===== config.mk =====
export PLATFORM = sky130hd
export DESIGN_NAME = pipe_stage_skid
export DESIGN_NICKNAME = d
export VERILOG_FILES = /design/src/rtl/pipe_stage_skid.sv
export SDC_FILE = /design/constraint.sdc
export NUM_CORES = 1
export LEC_CHECK = 0
export ABC_AREA = 0
export CORE_MARGIN = 5
export CORE_UTILIZATION = 51
export DETAILED_ROUTE_END_ITERATION = 16
export PLACE_DENSITY = 0.81
export SLEW_MARGIN = 20
export SYNTH_ARGS = -nofsm -noshare
export SYNTH_HDL_FRONTEND = slang
export SYNTH_SLANG_ARGS = --single-unit

===== constraint.sdc =====
create_clock -name Clk -period 2.2 [get_ports Clk]
set_input_delay 0.22 -clock Clk [delete_from_list [all_inputs] [get_ports Clk]]
set_output_delay 0.22 -clock Clk [all_outputs]
set_load 0.01 [all_outputs]

===== src/rtl/pipe_stage_skid.sv =====
// Pipeline stage boundary with valid/ready handshake and a two-entry skid buffer.
// It also provides a synchronous flush that leaves a bubble, and a saturating stall-cycle counter.
module pipe_stage_skid #(
  parameter int unsigned       DATA_W = 160,
  parameter logic [DATA_W-1:0] BUBBLE = '0,
  parameter int unsigned       CNT_W  = 16
) (
  input  logic              Clk,
  input  logic              Rst_n,
  input  logic              in_valid,
  output logic              in_ready,
  input  logic [DATA_W-1:0] in_data,
  output logic              out_valid,
  input  logic              out_ready,
  output logic [DATA_W-1:0] out_data,
  input  logic              flush,
  input  logic              stat_clr,
  output logic [1:0]        occupancy,
  output logic [CNT_W-1:0]  stall_cnt
);

  typedef enum logic [1:0] {
    EMPTY = 2'd0,
    ONE   = 2'd1,
    FULL  = 2'd2
  } state_t;

  state_t            state;
  logic [DATA_W-1:0] head;
  logic [DATA_W-1:0] skid;
  logic              in_fire;
  logic              out_fire;

  // Every output is a decode of registered state, so there is no input-to-output path.
  assign in_ready  = (state != FULL);
  assign out_valid = (state != EMPTY);
  assign out_data  = head;
  assign occupancy = state;

  assign in_fire  = in_valid & in_ready;
  assign out_fire = out_valid & out_ready;

  always_ff @(posedge Clk or negedge Rst_n) begin
    if (!Rst_n) begin
      state <= EMPTY;
      head  <= BUBBLE;
      skid  <= BUBBLE;
    end else if (flush) begin
      state <= EMPTY;
      head  <= BUBBLE;
      skid  <= BUBBLE;
    end else begin
      case (state)
        EMPTY: begin
          if (in_fire) begin
            head  <= in_data;
            state <= ONE;
          end
        end
        ONE: begin
          if (in_fire && out_fire) begin
            head <= in_data;
          end else if (in_fire) begin
            skid  <= in_data;
            state <= FULL;
          end else if (out_fire) begin
            head  <= BUBBLE;
            state <= EMPTY;
          end
        end
        FULL: begin
          if (out_fire) begin
            head  <= skid;
            skid  <= BUBBLE;
            state <= ONE;
          end
        end
        default: begin
          state <= EMPTY;
          head  <= BUBBLE;
          skid  <= BUBBLE;
        end
      endcase
    end
  end

  always_ff @(posedge Clk or negedge Rst_n) begin
    if (!Rst_n) begin
      stall_cnt <= '0;
    end else if (stat_clr) begin
      stall_cnt <= '0;
    end else if (out_valid && !out_ready && (stall_cnt != '1)) begin
      stall_cnt <= stall_cnt + CNT_W'(1);
    end
  end

endmodule

[Yosys cells after proc, flatten, opt, wreduce, memory -nomap -nowiden]
Index checks and enable logic that the tools add are counted.
Word-level totals
  output and inout bits: 180
  logic and storage cells: 48
  bits in registers: 338
  input bits: 166
Operators by class
  eq/ne operators: 12
  multiplexer cells: 19
  $add $sub $neg: 1
  bitwise gates (word level): 2
  reductions and logical operators: 10
Operators by type and width (count)
  $mux 160: 8
  $pmux 160 s3: 2
  $mux 16: 2
  $add 16x1->16 const B: 1
  $ne 16x16->1 const B: 1
  $mux 2: 6
  $ne 3x3->1 const B: 4
  $ne 4x4->1 const B: 3
  $reduce_and 4->1: 3
  $pmux 2 s3: 1
  $ne 2x2->1 const B: 2
  $reduce_bool 2->1: 2
  $logic_and 1x1->1: 3
  $and 1x1->1: 2
  $eq 2x1->1 const B: 1
  $eq 2x2->1 const B: 1
  $logic_not 2->1: 1
  $logic_not 1->1: 1

[Depth between registers and ports, before layout]
  depth after elaboration: 7
  depth in mapped cells: 7
  mapped depth without buffers: 5

[Worst setup path before layout]
No wires, ideal clock.
  kind: register -> register
  from: register stall_cnt[0]
  to: register stall_cnt[12]
  slack: 235 ps
  data required time: 2122 ps
  library setup time: 78 ps
  cell stages (with the launch flop): 6
  buffers on the path: 0
  clock period less this slack: 1965 ps
  data arrival time: 1887 ps
  path through: dfrtp_1 ha_1 nand3_1 or4_4 or4_1 a21oi_1
On the way
  word-level cells in the longest chain between the ends: 3
  elaborated cells on any way between the ends: 6
  classes of those cells: 1 x add/sub; 1 x eq/ne; 2 x mux; 2 x reduce/logical
RTL lines
  from (decl): RTL line 19  | output logic [CNT_W-1:0] stall_cnt
  from (signal assigned): RTL line 93  | stall_cnt <= stall_cnt + CNT_W'(1);
  $add 16x1->16 / $ne 16x16->1 (equally long branches): RTL line 93, 92
  $mux 16 / $logic_and 1x1->1 (equally long branches): RTL line 92  | end else if (out_valid && !out_ready && (stall_cnt != '1)) begin
  $mux 16 / $reduce_bool 2->1 (equally long branches)
Parallel ways exist; a longest one is shown, timed or not. The select of a mux whose other input is x is not followed.
A chain may end at the register's enable or synchronous reset.

[Worst setup path after layout]
  from: register state[0] (netlist: occupancy[0])
  to: output in_ready
On the way
  word-level cells in the longest chain between the ends: 1
RTL lines
  from (decl): RTL line 28  | state_t state;
  from (signal assigned): RTL line 45  | state <= EMPTY;
  from (signal assigned): RTL line 49  | state <= EMPTY;
  from (signal assigned): RTL line 57  | state <= ONE;
  $ne 2x2->1: RTL line 35  | assign in_ready = (state != FULL);
  to (decl): RTL line 11  | output logic in_ready,
No other way between the ends.

==> impl_summary.log <==
[metrics] outcome: finished clean
[metrics] area growth from synthesis to layout: 36.7%
[metrics] DRT iter0 DRCs: 998
[metrics] Via density: 5.85
[metrics] Distinct cells, synth: 38
[metrics] nature of the critical path startpoint: flop
[metrics] XOR/XNOR Fraction of Synth Area: 0%
[metrics] final critical path time including I/O delays and setup: 2110 ps
[metrics] total design power: 15.3 mW
[metrics] area fraction in compound gates after synthesis: 18.8%
[metrics] Skew-Pair Late Insertion Delay: 500 ps
[metrics] Max Root-Sink Buffers: 3
[metrics] Synth Cell Area: 15000 µm²
[metrics] count of unresolved DRC violations after routing: 0
[metrics] power share of the clock group: 37.3%
[metrics] CTS tree: yes
[metrics] die span in x: 182 µm
[metrics] logic gate share of total power: 17.2%
[metrics] number of warnings issued by yosys: 0
[metrics] io pins: 346
[metrics] post-synthesis share of cell area spent on full adders, half adders and majority gates: 0.0834%
[metrics] Setup CP Type: flop to output port
[metrics] kind of end point of the critical path: output port
[metrics] Peak VDD IR: 531 µV
[metrics] detailed-route wire length on metal 1: 17900 µm
[metrics] number of buffers created by CTS: 36
[metrics] maximum clock skew at final layout: 10.1 ps
[metrics] count of mapped cells out of synthesis: 1357
[metrics] count of clock tree sinks: 338
[metrics] Switching Power: 3.92 mW
[metrics] Net count, final: 1857
[metrics] count of flip-flops with a built-in enable after synthesis: 0
[metrics] synthesis-stage register bit count: 338
[metrics] final routed wire length divided by cell count: 20.9 µm
[metrics] Switching Fraction: 25.7%
[metrics] required arrival time at the worst endpoint: 1980 ps
[metrics] PortBufs: 345
[metrics] final core area utilization: 71.1%
[metrics] maximum number of pins on one net before global-route repair: 82
[metrics] Hold Path Class: input pin to asynchronous set/reset pin
[metrics] share of layout cells above drive strength 1: 7.25%
[metrics] critical path peak fanout: 7
[metrics] ratio of total power to cell area: 744 nW/µm²
[metrics] Worst R2R Setup Slack: 160 ps
[metrics] achievable clock frequency: 473 MHz
[metrics] Detailed Routing Iterations Pass 1: 8
[metrics] Starting Density: 52.0%
[metrics] initial antenna violation count: 3
[metrics] proportion of synthesized area in mux cells: 11.2%
[metrics] gr usage total: 25.8%
[metrics] max-slew violation count: 0
[metrics] routed wire length: 43700 µm
[metrics] Seq/Total Area, Yosys: 56.4%
[metrics] primary flip-flop cell chosen by synthesis mapping: sky130_fd_sc_hd__dfrtp_1
[metrics] total congestion overflow after global routing: 0
[metrics] wire length on met2: 20800 µm
[metrics] Clock H-tree levels: 2
[metrics] syn avg cell area: 11.1 µm²
[metrics] clock transition at the register clock pins on the worst setup and hold paths after CTS: 60 ps
[metrics] main combinational cell family by area after synthesis: compound AO/OA/AOI/OAI gates
[metrics] Tightest Pin Transition: 635 ps
[metrics] Max Cap Viol: 0
[metrics] estimated wirelength of the detail-placed design: 29000 µm
[metrics] share of power burned in registers: 45.5%
[metrics] # setup viols final: 0
[metrics] Critical Path AT: 1890 ps
[metrics] highest routed layer: met5
[metrics] internal cell power: 11.3 mW
[metrics] met3 wire length: 3890 µm
[metrics] die span in y: 182 µm
[metrics] setup repair after global routing missed its margin: no
[metrics] endpoints failing hold: 0
[metrics] Tcrit/Tclk final: 96.1%
[metrics] total core area: 28900 µm²
[metrics] final hold slack: 232 ps
[metrics] Site Rows: 62
[metrics] vias in the first global route: 12900
[metrics] Total Die Area: 32900 µm²
[metrics] Synth async-reset ratio: 100%
[metrics] last weighted congestion value of the routability-driven placer: 0.864
[metrics] root buffer cell: sky130_fd_sc_hd__clkbuf_16
[metrics] vias: 12300
[metrics] global-route wire length before repair: 70000 µm
[metrics] count of nets left with antenna violations after detail routing: 0
[metrics] post-synthesis share of cell area spent on and, or, nand and nor gates: 6.25%
[metrics] worst-case headroom to the max-slew limit: 57.6%
[metrics] syn nets: 1524
[metrics] leakage dissipation: 8.88 nW
through the flow:
stage | instances | area [µm²] | setup WS (ps) | TNS, ps
floorplan | 1357 | 15000 | 235 | 0
global placement | 2035 | 19400 | 99.9 | 0
detailed placement | 2035 | 19400 | -6.26 | -6.26
CTS | 2095 | 20500 | 55.0 | 0
global route | 2095 | 20500 | 3.90 | 0
finish | 2096 | 20500 | 85.9 | 0
power by group through the flow:
stage / Sequential (mW) / Combinational (mW) / Clock [mW]
global route: 6.99 / 2.82 / 6.05
global placement: 7.03 / 2.56 / 0
floorplan: 7.08 / 0.968 / 0
CTS: 6.94 / 2.65 / 5.81
detailed placement: 7.03 / 2.64 / 0
finish: 6.95 / 2.63 / 5.69
synthesized netlist by cell type, types with 3 or more instances:
| cell type | n | share of area (%) |
|---|---|---|
| sky130_fd_sc_hd__nor4_1 | 4 | 0.17 |
| sky130_fd_sc_hd__nand4_1 | 5 | 0.21 |
| sky130_fd_sc_hd__nand2_1 | 166 | 4.2 |
| sky130_fd_sc_hd__o21ai_0 | 3 | 0.10 |
| sky130_fd_sc_hd__nand2b_1 | 4 | 0.17 |
| sky130_fd_sc_hd__o31ai_1 | 7 | 0.35 |
| sky130_fd_sc_hd__nand3_1 | 5 | 0.17 |
| sky130_fd_sc_hd__a21oi_1 | 12 | 0.40 |
| sky130_fd_sc_hd__and3_1 | 3 | 0.13 |
| sky130_fd_sc_hd__a22oi_1 | 160 | 8.0 |
| sky130_fd_sc_hd__buf_1 | 11 | 0.28 |
| sky130_fd_sc_hd__mux2_2 | 4 | 0.30 |
| sky130_fd_sc_hd__inv_1 | 172 | 4.3 |
| sky130_fd_sc_hd__or4_1 | 7 | 0.35 |
| sky130_fd_sc_hd__mux2i_1 | 163 | 11 |
| sky130_fd_sc_hd__buf_2 | 34 | 1.1 |
| sky130_fd_sc_hd__o2bb2ai_1 | 160 | 9.3 |
| sky130_fd_sc_hd__nor2b_1 | 3 | 0.13 |
| sky130_fd_sc_hd__nor2_1 | 13 | 0.33 |
| sky130_fd_sc_hd__dfrtp_1 | 338 | 56 |
| sky130_fd_sc_hd__clkbuf_1 | 64 | 1.6 |
worst max-delay path: stages, from the launching register on:
cell	delay, ps
sky130_fd_sc_hd__dfrtp_1	470
sky130_fd_sc_hd__buf_4	220
sky130_fd_sc_hd__nor2_4	50
sky130_fd_sc_hd__inv_1	80
sky130_fd_sc_hd__clkdlybuf4s50_1	590
sequential cells by signal, indices dropped and copies added, names as in the netlist:
name	flops
occupancy	2
out_data	160
skid	160
stall_cnt	16
cells in the final DEF (no fill, tap or decap), types with 7 or more instances in the layout:
master | netlist | layout
sky130_fd_sc_hd__clkbuf_8 | 0 | 9
sky130_fd_sc_hd__or4_1 | 7 | 7
sky130_fd_sc_hd__buf_4 | 0 | 25
sky130_fd_sc_hd__clkbuf_16 | 0 | 37
sky130_fd_sc_hd__mux2i_1 | 163 | 163
sky130_fd_sc_hd__inv_1 | 172 | 172
sky130_fd_sc_hd__a22oi_1 | 160 | 160
sky130_fd_sc_hd__clkdlybuf4s50_1 | 0 | 344
sky130_fd_sc_hd__buf_12 | 0 | 33
sky130_fd_sc_hd__o2bb2ai_1 | 160 | 160
sky130_fd_sc_hd__a21oi_1 | 12 | 11
sky130_fd_sc_hd__nand2_1 | 166 | 166
sky130_fd_sc_hd__clkbuf_1 | 64 | 10
sky130_fd_sc_hd__nor2_1 | 13 | 10
sky130_fd_sc_hd__dfrtp_1 | 338 | 338
sky130_fd_sc_hd__o31ai_1 | 7 | 7
final timing paths:
path | from | to | depth (start not counted)
max | occupancy[0]$_DFFE_PN0P_ | in_ready | 4
min | Rst_n | out_data[20]$_DFFE_PN0P_ | 2
max reg2reg | stall_cnt[0]$_DFFE_PN0P_ | stall_cnt[14]$_DFFE_PN0P_ | 5
min reg2reg | out_data[50]$_DFFE_PN0P_ | out_data[50]$_DFFE_PN0P_ | 1
max in group asynchronous | Rst_n | out_data[77]$_DFFE_PN0P_ | 3
min in group Clk | in_data[122] | skid[122]$_DFFE_PN0P_ | 3
timing repair:
action / in CTS / in global routing
setup endpoints to repair: 0 / 1
hold buffers: 1 / 0
endpoints found under the hold margin: 43 / 0
setup buffers: 0 / 0
resized for setup: 0 / 1
layout make-up:
class                   instances  area [µm²]
flip-flops and latches        338        8460
fillers                      2033        8340
multi-input cells             738        5500
repair buffers                404        4320
clock buffers                  56        1090
inverters                     172         646
well taps                     384         480
clock inverters                 3        20.0
diodes                          1        2.50
routing by layer:
metal	global-route usage, %	vias up
met2	42.2	605
met5	0	-
met4	6.90	4
li1	-	5439
met3	6.58	85
met1	34.5	6123
logic make-up (layout without fill, tap and decap cells):
| family | after synthesis | after routing |
|---|---|---|
| mux | 167 | 167 |
| other cells | 0 | 1 |
| compound gates | 353 | 353 |
| fa+ha+maj | 1 | 1 |
| buf+inv | 281 | 635 |
| flops | 338 | 338 |
| simple gates | 217 | 217 |
(Power assumes the default switching activity.)
